### src/rtl/master_port_burst.sv
// Burst master for a bit-serial valid/ready bus: sends an address MSB first, then
// writes or reads len+1 data words, aborting to ERR when the slave goes silent.
module master_port_burst #(
  parameter int ADDR_W  = 16,
  parameter int DATA_W  = 8,
  parameter int LEN_W   = 4,
  parameter int TIMEOUT = 255
) (
  input  logic              clk,
  input  logic              rstn,
  output logic              mode,
  output logic              wr_bus,
  input  logic              rd_bus,
  output logic              master_valid,
  input  logic              slave_ready,
  output logic              master_ready,
  input  logic              slave_valid,
  input  logic              m_start,
  input  logic              m_mode,
  input  logic [ADDR_W-1:0] m_addr,
  input  logic [LEN_W-1:0]  m_len,
  input  logic [DATA_W-1:0] m_wr_data,
  output logic              m_wr_ack,
  output logic [DATA_W-1:0] m_rd_data,
  output logic              m_rd_valid,
  output logic              m_busy,
  output logic              m_done,
  output logic              m_err
);

  localparam int MAX_W = (ADDR_W > DATA_W) ? ADDR_W : DATA_W;
  localparam int BIT_W = $clog2(MAX_W + 1);
  localparam int TO_W  = $clog2(TIMEOUT + 1);

  typedef enum logic [2:0] {IDLE, REQ, ADDR, WR_DATA, RD_DATA, DONE, ERR} state_t;

  state_t              state;
  logic                mode_reg;
  logic [ADDR_W-1:0]   addr_sh;
  logic [DATA_W-1:0]   data_sh;
  logic [DATA_W-2:0]   rd_sh;
  logic [BIT_W-1:0]    bit_cnt;
  logic [LEN_W-1:0]    beat_cnt;
  logic [TO_W-1:0]     timeout_cnt;
  logic                rd_valid_reg;

  logic                last_addr_bit;
  logic                last_data_bit;
  logic                last_beat;
  logic                stall_limit;
  logic [DATA_W-1:0]   rd_word;

  assign last_addr_bit = (bit_cnt == BIT_W'(ADDR_W - 1));
  assign last_data_bit = (bit_cnt == BIT_W'(DATA_W - 1));
  assign last_beat     = (beat_cnt == '0);
  assign stall_limit   = (timeout_cnt == TO_W'(TIMEOUT - 1));
  assign rd_word       = {rd_sh, rd_bus};

  always_ff @(posedge clk or negedge rstn) begin
    if (!rstn) begin
      state        <= IDLE;
      mode_reg     <= 1'b0;
      addr_sh      <= '0;
      data_sh      <= '0;
      rd_sh        <= '0;
      bit_cnt      <= '0;
      beat_cnt     <= '0;
      timeout_cnt  <= '0;
      rd_valid_reg <= 1'b0;
      m_rd_data    <= '0;
    end else begin
      rd_valid_reg <= 1'b0;
      case (state)
        IDLE: begin
          if (m_start) begin
            addr_sh     <= m_addr;
            data_sh     <= m_wr_data;
            mode_reg    <= m_mode;
            beat_cnt    <= m_len;
            bit_cnt     <= '0;
            timeout_cnt <= '0;
            state       <= REQ;
          end
        end
        REQ: begin
          if (slave_ready) begin
            timeout_cnt <= '0;
            state       <= ADDR;
          end else if (stall_limit) begin
            state <= ERR;
          end else begin
            timeout_cnt <= timeout_cnt + 1'b1;
          end
        end
        ADDR: begin
          if (slave_ready) begin
            timeout_cnt <= '0;
            addr_sh     <= {addr_sh[ADDR_W-2:0], 1'b0};
            if (last_addr_bit) begin
              bit_cnt <= '0;
              state   <= mode_reg ? WR_DATA : RD_DATA;
            end else begin
              bit_cnt <= bit_cnt + 1'b1;
            end
          end else if (stall_limit) begin
            state <= ERR;
          end else begin
            timeout_cnt <= timeout_cnt + 1'b1;
          end
        end
        WR_DATA: begin
          if (slave_ready) begin
            timeout_cnt <= '0;
            if (last_data_bit) begin
              bit_cnt <= '0;
              if (last_beat) begin
                state <= DONE;
              end else begin
                // Next word is taken on the same cycle m_wr_ack is high.
                data_sh  <= m_wr_data;
                beat_cnt <= beat_cnt - 1'b1;
              end
            end else begin
              data_sh <= {data_sh[DATA_W-2:0], 1'b0};
              bit_cnt <= bit_cnt + 1'b1;
            end
          end else if (stall_limit) begin
            state <= ERR;
          end else begin
            timeout_cnt <= timeout_cnt + 1'b1;
          end
        end
        RD_DATA: begin
          if (slave_valid) begin
            timeout_cnt <= '0;
            rd_sh       <= rd_word[DATA_W-2:0];
            if (last_data_bit) begin
              m_rd_data    <= rd_word;
              rd_valid_reg <= 1'b1;
              bit_cnt      <= '0;
              if (last_beat) state <= DONE;
              else           beat_cnt <= beat_cnt - 1'b1;
            end else begin
              bit_cnt <= bit_cnt + 1'b1;
            end
          end else if (stall_limit) begin
            state <= ERR;
          end else begin
            timeout_cnt <= timeout_cnt + 1'b1;
          end
        end
        DONE, ERR: begin
          mode_reg <= 1'b0;
          state    <= IDLE;
        end
        default: state <= IDLE;
      endcase
    end
  end

  assign mode         = mode_reg;
  assign m_busy       = (state != IDLE);
  assign master_valid = (state == ADDR) || (state == WR_DATA);
  assign master_ready = (state == RD_DATA);
  assign wr_bus       = (state == ADDR)    ? addr_sh[ADDR_W-1] :
                        (state == WR_DATA) ? data_sh[DATA_W-1] : 1'b0;
  assign m_done       = (state == DONE) || (state == ERR);
  assign m_err        = (state == ERR);
  assign m_rd_valid   = rd_valid_reg;
  assign m_wr_ack     = ((state == IDLE) && m_start && m_mode) ||
                        ((state == WR_DATA) && slave_ready && last_data_bit && !last_beat);

endmodule
### config.mk
export PLATFORM = sky130hd
export DESIGN_NAME = master_port_burst
export DESIGN_NICKNAME = d
export VERILOG_FILES = /design/src/rtl/master_port_burst.sv
export SDC_FILE = /design/constraint.sdc
export NUM_CORES = 1
export LEC_CHECK = 0
export ABC_AREA = 1
export CAP_MARGIN = 20
export CORE_AREA = 2 2 110 85
export DETAILED_ROUTE_END_ITERATION = 8
export DIE_AREA = 0 0 112 87
export GPL_TIMING_DRIVEN = 0
export SYNTH_ARGS = -nofsm -noshare
export SYNTH_HDL_FRONTEND = slang
export SYNTH_SLANG_ARGS = --single-unit
export TNS_END_PERCENT = 10
### constraint.sdc
create_clock -name clk -period 3.5 [get_ports clk]
set_input_delay 0.35 -clock clk [delete_from_list [all_inputs] [get_ports clk]]
set_output_delay 0.35 -clock clk [all_outputs]
set_load 0.01 [all_outputs]
== Word-level counts from Yosys, hierarchy flattened ==
Index checks and enable logic that the tools add are counted.
Operators by class
  equality and inequality tests: 15
  bitwise operators: 0
  $add $sub $neg: 3
  shift operators: 0
  multipliers: 0
  magnitude comparators: 0
  reductions and logical operators: 29
  divide/modulo/power cells: 0
  multiplexer cells: 44
Operators by type and width (number)
  $mux W8: 8
  $mux W16: 2
  $pmux W16 S2: 1
  $mux W3: 10
  $mux W5: 6
  $pmux W8 S3: 1
  $mux W4: 5
  $pmux W5 S4: 1
  $pmux W8 S2: 1
  $pmux W3 S5: 1
  $pmux W4 S3: 1
  $eq A3 B3 Y1 const B: 3
  $reduce_bool A3 Y1: 3
  $add A8 B1 Y8 const B: 1
  $eq A8 B8 Y1 const B: 1
  $reduce_and A2 Y1: 4
  $reduce_and A4 Y1: 2
  $eq A3 B2 Y1 const B: 2
  $mux W1: 6
  $ne A2 B2 Y1 const B: 3
  $ne A3 B3 Y1 const B: 2
  $reduce_and A3 Y1: 2
  $reduce_bool A2 Y1: 3
  $add A5 B1 Y5 const B: 1
  15 further kinds: 21
Storage, ports and cells
  memory bits (read-only): 0
  bits in writable memories: 0
  output and inout port bits: 17
  latch bits: 0
  bits of input ports: 35
  register bits: 61
  word-level logic and storage cells: 101
  memories: 0

== Depth between registers and ports, before layout ==
Gate-level depths: netlist of run 1.
  word-level depth: 5
  gate-level depth with buffers: 11
  depth with buffers taken out: 11

== Worst setup path before layout of run 1 ==
OpenSTA, ideal clock, no wires.
  path kind: reg2out
  start point: register bit_cnt[0]
  end point: output m_wr_ack
  stages on the path, launching flop included: 6
  arrival time: 1.243 ns
  buffers on the path: 0
  required time: 3.150 ns
  path slack: 1.907 ns
  cells stage by stage: dfrtp_1 -> ha_1 -> nand2_1 -> inv_1 -> nand3_2 -> o31ai_1
Between the ends
  longest elaborated chain between the ends: 4
RTL lines
  start, declared: RTL line 42  | logic [BIT_W-1:0] bit_cnt;
  start signal, assigned: RTL line 103  | bit_cnt <= bit_cnt + 1'b1;
  start signal, assigned: RTL line 125  | bit_cnt <= bit_cnt + 1'b1;
  start signal, assigned: RTL line 144  | bit_cnt <= bit_cnt + 1'b1;
  $eq A5 B3 Y1: RTL line 54  | assign last_data_bit = (bit_cnt == BIT_W'(DATA_W - 1));
  $logic_and A1 B1 Y1 (2 in series): RTL line 171  | ((state == WR_DATA) && slave_ready && last_data_bit && !last_beat);
  $logic_or A1 B1 Y1: RTL line 170  | assign m_wr_ack = ((state == IDLE) && m_start && m_mode) ||
  end, declared: RTL line 23  | output logic m_wr_ack,
No other way between the ends.

== Worst setup path after layout of run 1 ==
Same ends and word-level chain as after synthesis.

==> reports/qor.csv, run 1 <==
stage;metric;value;unit
routing;# DRC;0;
logic_synthesis;Syn. warnings;0;
sta;Clock Skew;0.00387;ns
cts;Clock Path Buffers;2;
worst_setup_path;Crit Path Class;flop to output port;
pwr;Lkg Pwr;2.15;nW
logic_synthesis;post-synthesis mux area share;0;%
sta;final worst path period share;74.4;%
placed_design;gpl congestion;0.881;
worst_setup_path;arrival time at the worst endpoint;2.25;ns
final_layout;Filler Cell Count;888;
global_route;initial antenna violation count;0;
final_layout;Final Cell Area;0.00437;sq mm
worst_setup_path;CP endpoint kind;output port;
logic_synthesis;post-synthesis simple-gate area fraction;30.4;%
floorplanning;Die H;87;microns
pwr;Max VDD drop;0.427;mV
hold_path;Hold Crit Class;input port to async pin;
global_route;met3 GRT Util;5.36;%
worst_setup_path;CP startpoint kind;flop;
logic_synthesis;largest family of logic cells by synthesized area;simple AND/OR/NAND/NOR gates;
routing;Vias/cell;4.80;
sta;final setup vio count;0;
cts;CTS tree;built;
run_status;outcome;complete, no violations;
job;Max-cap violations;0;
routing;vias;3038;
logic_synthesis;Synth Instances;454;
worst_setup_path;WP data required;3.15;ns
placed_design;hpwl dp;5730;microns
cts;clk sinks;61;
global_route;M2 GR Usage;27.8;%
final_layout;Reg with most FFs;addr_sh;
floorplanning;# IOs;52;
sta;final hold violation count;0;
global_route;first-pass GRT wire length;13600;microns
logic_synthesis;Synth Cell Area;0.00339;sq mm
global_route;grt total ovfl;0;
floorplanning;die area;0.00974;sq mm
cts;setup bufs post-CTS;0;
global_route;All-Layer GR Usage;17.4;%
logic_synthesis;Syn Area/Cell;7.47;sq um
sta;FMAX;0.384;GHz
placed_design;area of placed instances;0.00404;sq mm
logic_synthesis;Yosys cell types;29;
worst_setup_path;Worst R2R Start;bit_cnt[0];
global_route;vias in the first global route;2912;
pwr;PwrDens;782;mW/mm^2
final_layout;Register Area;0.00153;sq mm
cts;root buffer cell;clkbuf_16;
sta;min cycle time layout;2.60;ns
logic_synthesis;Synth Area in Compound Gates;12.5;%
logic_synthesis;Seq/Total Area, Yosys;45.0;%
final_layout;footprint of the multi-input gates;0.00155;sq mm
cts;total CTS buffers;9;
floorplanning;num rows;30;
sta;Worst slew margin;48.5;%
cts;worst skew pair latency;0.33;ns
floorplanning;Starting Density;38.6;%
cts;clock slew at reported path FFs;0.05;ns
logic_synthesis;Synth Register Bits;61;
cts;htree depth;3;
routing;WL/cell;12.3;microns
final_layout;final core utilization;49.8;%
final_layout;max reg flops;16;
routing;Iteration-0 DRC Markers;181;
logic_synthesis;Synth area leader;dfrtp_1;
routing;Initial DRT Pass Iterations;4;
cts;hold buffers post-CTS;0;
sta;RSZ-0062 raised after global routing;no;
cts;post-CTS sizing;0;
placed_design;IO Port Bufs;51;
worst_setup_path;crit path max fanout;8;
logic_synthesis;synth top area cells;dfrtp_1 45%, nand2_1 18%, inv_1 6.1%;
final_layout;share of cells above drive strength 1;10.6;%
global_route;largest net degree at the start of global routing;62;
worst_setup_path;crit path from;bit_cnt[0];
sta;Slew @ Worst Pin;0.773;ns
routing;Detail Route Antenna Nets;0;
routing;routed wire length;7790;microns
logic_synthesis;Mapped Nets;495;
logic_synthesis;post-synthesis adder-cell area fraction;2.21;%
final_layout;P&R area growth vs syn;28.9;%
floorplanning;core box area;0.00878;sq mm
final_layout;# diodes;0;
floorplanning;Die X-Extent;112;microns
global_route;met1 GRT Util;23.1;%
global_route;gr busiest metal;met2;
logic_synthesis;post-synth top area share;45.0;%
sta;Max Slew Vio Count;0;
logic_synthesis;Post-Synth XOR/XNOR Area;0.517;%
final_layout;nets;557;
==> path summary, 6_finish.rpt <==
path,end,slack [ns],cells after the start
min in group clk,beat_cnt[1],0.47,2
worst min-delay path,addr_sh[7],0.09,1
worst max-delay path,m_wr_ack,0.90,6
max in group asynchronous,data_sh[5],2.89,1
worst min register to register,beat_cnt[1],0.47,2
worst max register to register,data_sh[1],1.75,10
==> routing by layer <==
layer  part of all wire [%]  vias up
met5                      0        -
met4                    1.4        0
met3                    4.4       11
met2                     46       55
met1                     49     1402
li1                       -     1570
==> through the flow <==
stage                     TNS (ns)  setup WS [ns]  std cells  hold slack, ns  power [mW]
after floorplan                  0           1.91        454          0.0544        2.06
after CTS                        0          0.846        633           0.130        3.47
after global routing             0          0.743        633           0.172        3.71
after detailed placement         0           1.22        617           0.464        2.47
after global placement       -2.08        -0.0393        617           0.460        2.44
final                            0          0.898        633          0.0896        3.42
==> critical path, cell delays in order (launching register included) <==
cell and delay, ns:
dfrtp_1 0.46, ha_1 0.21, nand2_1 0.09, inv_1 0.09
nand3_2 0.21, o31ai_1 0.26, clkdlybuf4s50_1 0.59
==> cells in the final DEF (no fill, tap or decap), drive strengths merged <==
master / instances
buf: 8
nand3: 28
o21ai: 42
clkbuf: 12
clkinv: 2
clkinvlp: 1
nor2: 37
clkdlybuf4s50: 50
nand4: 5
xnor2: 1
a21oi: 8
bufinv: 2
dfrtp: 61
o211ai: 15
o31ai: 2
o22ai: 2
nand2: 171
xor2: 1
a22oi: 1
inv: 65
o21a: 1
ha: 6
==> synthesized netlist by cell type <==
master	instances
a22oi_1	1
o21ai_0	37
buf_4	2
nand2_4	3
nor2_2	3
dfrtp_1	61
clkbuf_1	1
ha_1	6
o21a_1	1
a21oi_1	8
nor2_4	4
clkbuf_4	1
xnor2_1	1
xor2_1	1
o22ai_1	2
o31ai_1	2
inv_4	2
nand2_1	164
o211ai_1	15
nand2_2	4
nand4_1	5
o21ai_2	5
nor2_1	30
inv_1	55
nand3_2	2
buf_6	3
nand3_1	26
inv_2	7
buf_2	2
==> power breakdown <==
| group | internal, mW | total [mW] | leakage, nW | switching (mW) |
|---|---|---|---|---|
| Combinational | 0.500 | 1.39 | 1.20 | 0.886 |
| Sequential | 0.932 | 1.06 | 0.793 | 0.127 |
| Clock | 0.647 | 0.973 | 0.159 | 0.326 |
| Total | 2.08 | 3.42 | 2.15 | 1.34 |
==> layout make-up <==
| type | instances | area share [%] |
|---|---|---|
| buffer | 9 | 1.60 |
| clock buffer | 10 | 5.47 |
| clock inverter | 6 | 2.15 |
| inverter | 64 | 5.61 |
| multi-input combinational | 320 | 35.4 |
| sequential | 61 | 34.9 |
| tap | 112 | 3.21 |
| timing repair buffer | 51 | 11.6 |
==> cell families (layout without fill, tap and decap cells) <==
family          Yosys count  in the layout
simple gates            241            241
fa+ha+maj                 6              6
flops                    61             61
buf+inv                  73            140
compound gates           71             71
xor+xnor                  2              2
(Power assumes the default switching activity.)
==> run 2: changes to the inputs <==
==> constraint.sdc (replaced) <==
create_clock -name clk -period 2.73 [get_ports clk]
set_input_delay 0.273 -clock clk [delete_from_list [all_inputs] [get_ports clk]]
set_output_delay 0.273 -clock clk [all_outputs]
set_load 0.01 [all_outputs]
==> results of run 2 <==
The final DEF is identical to that of run 1. Status: complete, no violations.
Main changes from that run: setup slack after placement 1.22 ns -> 0.525 ns; setup slack after layout 0.898 ns -> 0.205 ns; hold slack 0.0896 ns -> 0.0126 ns; register-to-register setup slack 1.75 ns -> 0.98 ns; total power 3.42 mW -> 4.38 mW; worst IR drop on VDD 0.427 mV -> 0.547 mV
==> run 3: changes to the inputs <==
--- a/config.mk
+++ b/config.mk
@@ -7,10 +7,12 @@
 export LEC_CHECK = 0
 export ABC_AREA = 1
 export CAP_MARGIN = 20
-export CORE_AREA = 2 2 110 85
+export CORE_AREA = 2 2 95 74
 export DETAILED_ROUTE_END_ITERATION = 8
-export DIE_AREA = 0 0 112 87
+export DIE_AREA = 0 0 97 76
 export GPL_TIMING_DRIVEN = 0
+export PLACE_DENSITY = 0.78
+export SLEW_MARGIN = 20
 export SYNTH_ARGS = -nofsm -noshare
 export SYNTH_HDL_FRONTEND = slang
 export SYNTH_SLANG_ARGS = --single-unit
==> reports/qor.csv, run 3 (synthesized netlist as in run 1, its figures left out) <==
stage;metric;value;unit;change
final_layout;commonest non-fill, non-tap cells in the layout;164 x nand2_1, 61 x dfrtp_1, 55 x inv_1;;
sta;Clock Skew;0.00610;ns;+0.00224 ns
final_layout;max reg flops;16;;unchanged
worst_setup_path;CP startpoint kind;flop;;
run_status;outcome;complete, no violations;;
worst_setup_path;Buf/Inv on CP;2;;unchanged
placed_design;IO Port Bufs;51;;unchanged
sta;min cycle time layout;2.57;ns;
placed_design;hpwl dp;5440;microns;-5.0%
worst_setup_path;Largest stage delay, worst path;0.59;ns;about the same
floorplanning;Starting Density;51.9;%;+13 points
global_route;initial antenna violation count;0;;unchanged
pwr;Tot Pwr;3.81;mW;
sta;Setup WS post-layout;0.164;ns;
routing;Iteration-0 DRC Markers;275;;+52%
cts;clk sinks;61;;unchanged
worst_setup_path;Slowest cell on crit path;clkdlybuf4s50_1;;
global_route;largest net degree at the start of global routing;39;;-37%
sta;final hold violation count;0;;unchanged
routing;vias;3049;;+0.36%
final_layout;P&R area growth vs syn;23.8;%;
final_layout;Filler Cell Count;561;;-37%
cts;worst skew pair latency;0.34;ns;about the same
routing;# DRC;0;;unchanged
routing;routed wire length;7470;microns;-4.1%
pwr;PwrDens;907;mW/mm^2;
floorplanning;Die H;76;microns;-13%
sta;Slew @ Worst Pin;0.353;ns;-0.420 ns
job;Max-cap violations;0;;unchanged
global_route;All-Layer GR Usage;21.9;%;+4.5 points
cts;setup bufs post-CTS;0;;unchanged
floorplanning;die area;0.00737;sq mm;-24%
pwr;Lkg Pwr;2.09;nW;-2.8%
floorplanning;num rows;26;;-13%
placed_design;post-place setup slack;0.488;ns;
worst_setup_path;R2R Path End;data_sh[5];;
worst_setup_path;crit path max fanout;8;;unchanged
worst_setup_path;Register-to-Register Setup Slack;0.95;ns;
sta;final setup vio count;0;;unchanged
worst_setup_path;Crit path max-delay family;buffers and inverters;;
global_route;vias in the first global route;3029;;+4.0%
sta;setup TNS;0;ns;unchanged
final_layout;most common cell after layout, fill and taps aside;nand2_1;;
global_route;first-pass GRT wire length;13400;microns;-1.7%
final_layout;share of cells above drive strength 1;10.2;%;-0.40 points
floorplanning;core box area;0.00654;sq mm;-26%
sta;RSZ-0062 raised after global routing;no;;
sta;Max Slew Vio Count;0;;unchanged
final_layout;Reg with most FFs;addr_sh;;
final_layout;nets;559;;+0.36%
routing;Initial DRT Pass Iterations;5;;+1
cts;total CTS buffers;9;;unchanged
sta;final worst path period share;94.0;%;
worst_setup_path;Worst R2R Start;beat_cnt[0];;
pwr;Max VDD drop;0.450;mV;
worst_setup_path;CP endpoint kind;output port;;
placed_design;gpl congestion;0.946;;+7.3%
cts;Clock Path Buffers;2;;unchanged
floorplanning;Die X-Extent;97;microns;-13%
worst_setup_path;Crit Path Class;flop to output port;;
global_route;grt total ovfl;0;;unchanged
sta;FMAX;0.390;GHz;
routing;Vias/cell;5.03;;+4.8%
worst_setup_path;arrival time at the worst endpoint;2.29;ns;+0.04 ns
routing;Detail Route Antenna Nets;0;;unchanged
cts;htree depth;3;;unchanged
cts;CTS tree;built;;
hold_path;Hold Crit Class;input port to async pin;;
sta;Worst slew margin;76.4;%;+28 points
routing;WL/cell;12.3;microns;+0.18%
cts;root buffer cell;clkbuf_8;;
cts;clock slew at reported path FFs;0.07;ns;+0.02 ns
worst_setup_path;WP data required;2.46;ns;
floorplanning;# IOs;52;;unchanged
worst_setup_path;worst-path cell chain;ha_1 > nand2_1 > inv_1 > nand3_2 > o31ai_2 > clkdlybuf4s50_1;;
final_layout;# diodes;0;;unchanged
final_layout;final core utilization;64.2;%;+14 points
worst_setup_path;FF-to-FF path depth;11;;+1
[run 3: cell count changes in the layout (fill, tap and decap cells not counted), sizes merged]
cell / change
dlygate4sd3: +1
clkbuf: +3
clkinvlp: -1
bufinv: -2
inv: -1
buf: +1
[run 3: final cells by class]
type / instances / area [sq um] / share of cell area (%)
inverter: 64 / 245 / 5.84
buffer: 9 / 70.1 / 1.67
timing repair buffer: 53 / 538 / 12.8
clock inverter: 2 / 10.0 / 0.238
tap: 84 / 105 / 2.50
sequential: 61 / 1530 / 36.4
multi-input combinational: 320 / 1550 / 37.0
clock buffer: 13 / 149 / 3.55
[run 3: power breakdown]
group	internal [mW]	switching, mW	total [mW]
registers	1.19	0.162	1.36
logic	0.645	1.13	1.78
clock network	0.347	0.332	0.678
[run 3: worst max path at each step]
stage,start,slack (ns),depth (start not counted),end
after floorplan,bit_cnt[0],1.21,5,m_wr_ack
after global placement,rstn,-0.61,1,data_sh[0]
after detailed placement,bit_cnt[0],0.49,6,m_wr_ack
after CTS,bit_cnt[0],0.09,6,m_wr_ack
after global routing,bit_cnt[0],0.06,6,m_wr_ack
final,bit_cnt[0],0.16,6,m_wr_ack
[run 3: metrics by stage]
step / cell area (sq um) / instances / hold slack [ns]
floorplan: 3390 / 454 / -0.0226
global placement: 4010 / 589 / 0.461
detailed placement: 4020 / 590 / 0.198
CTS: 4190 / 606 / 0.375
global route: 4200 / 606 / 0.400
finish: 4200 / 606 / 0.374
[run 3: timing repair]
item,CTS,global route
gates resized for setup,0,1
setup endpoints to repair,0,1
hold endpoints to repair,23,0
hold buffers,1,0
[run 3: metal layers]
layer	GRT usage, %	part of all wire [%]	up-vias
met1	28.9	48	1407
met2	35.3	46	67
met5	0	0	-
met4	5.49	0.91	0
li1	-	-	1566
met3	7.06	5.2	9
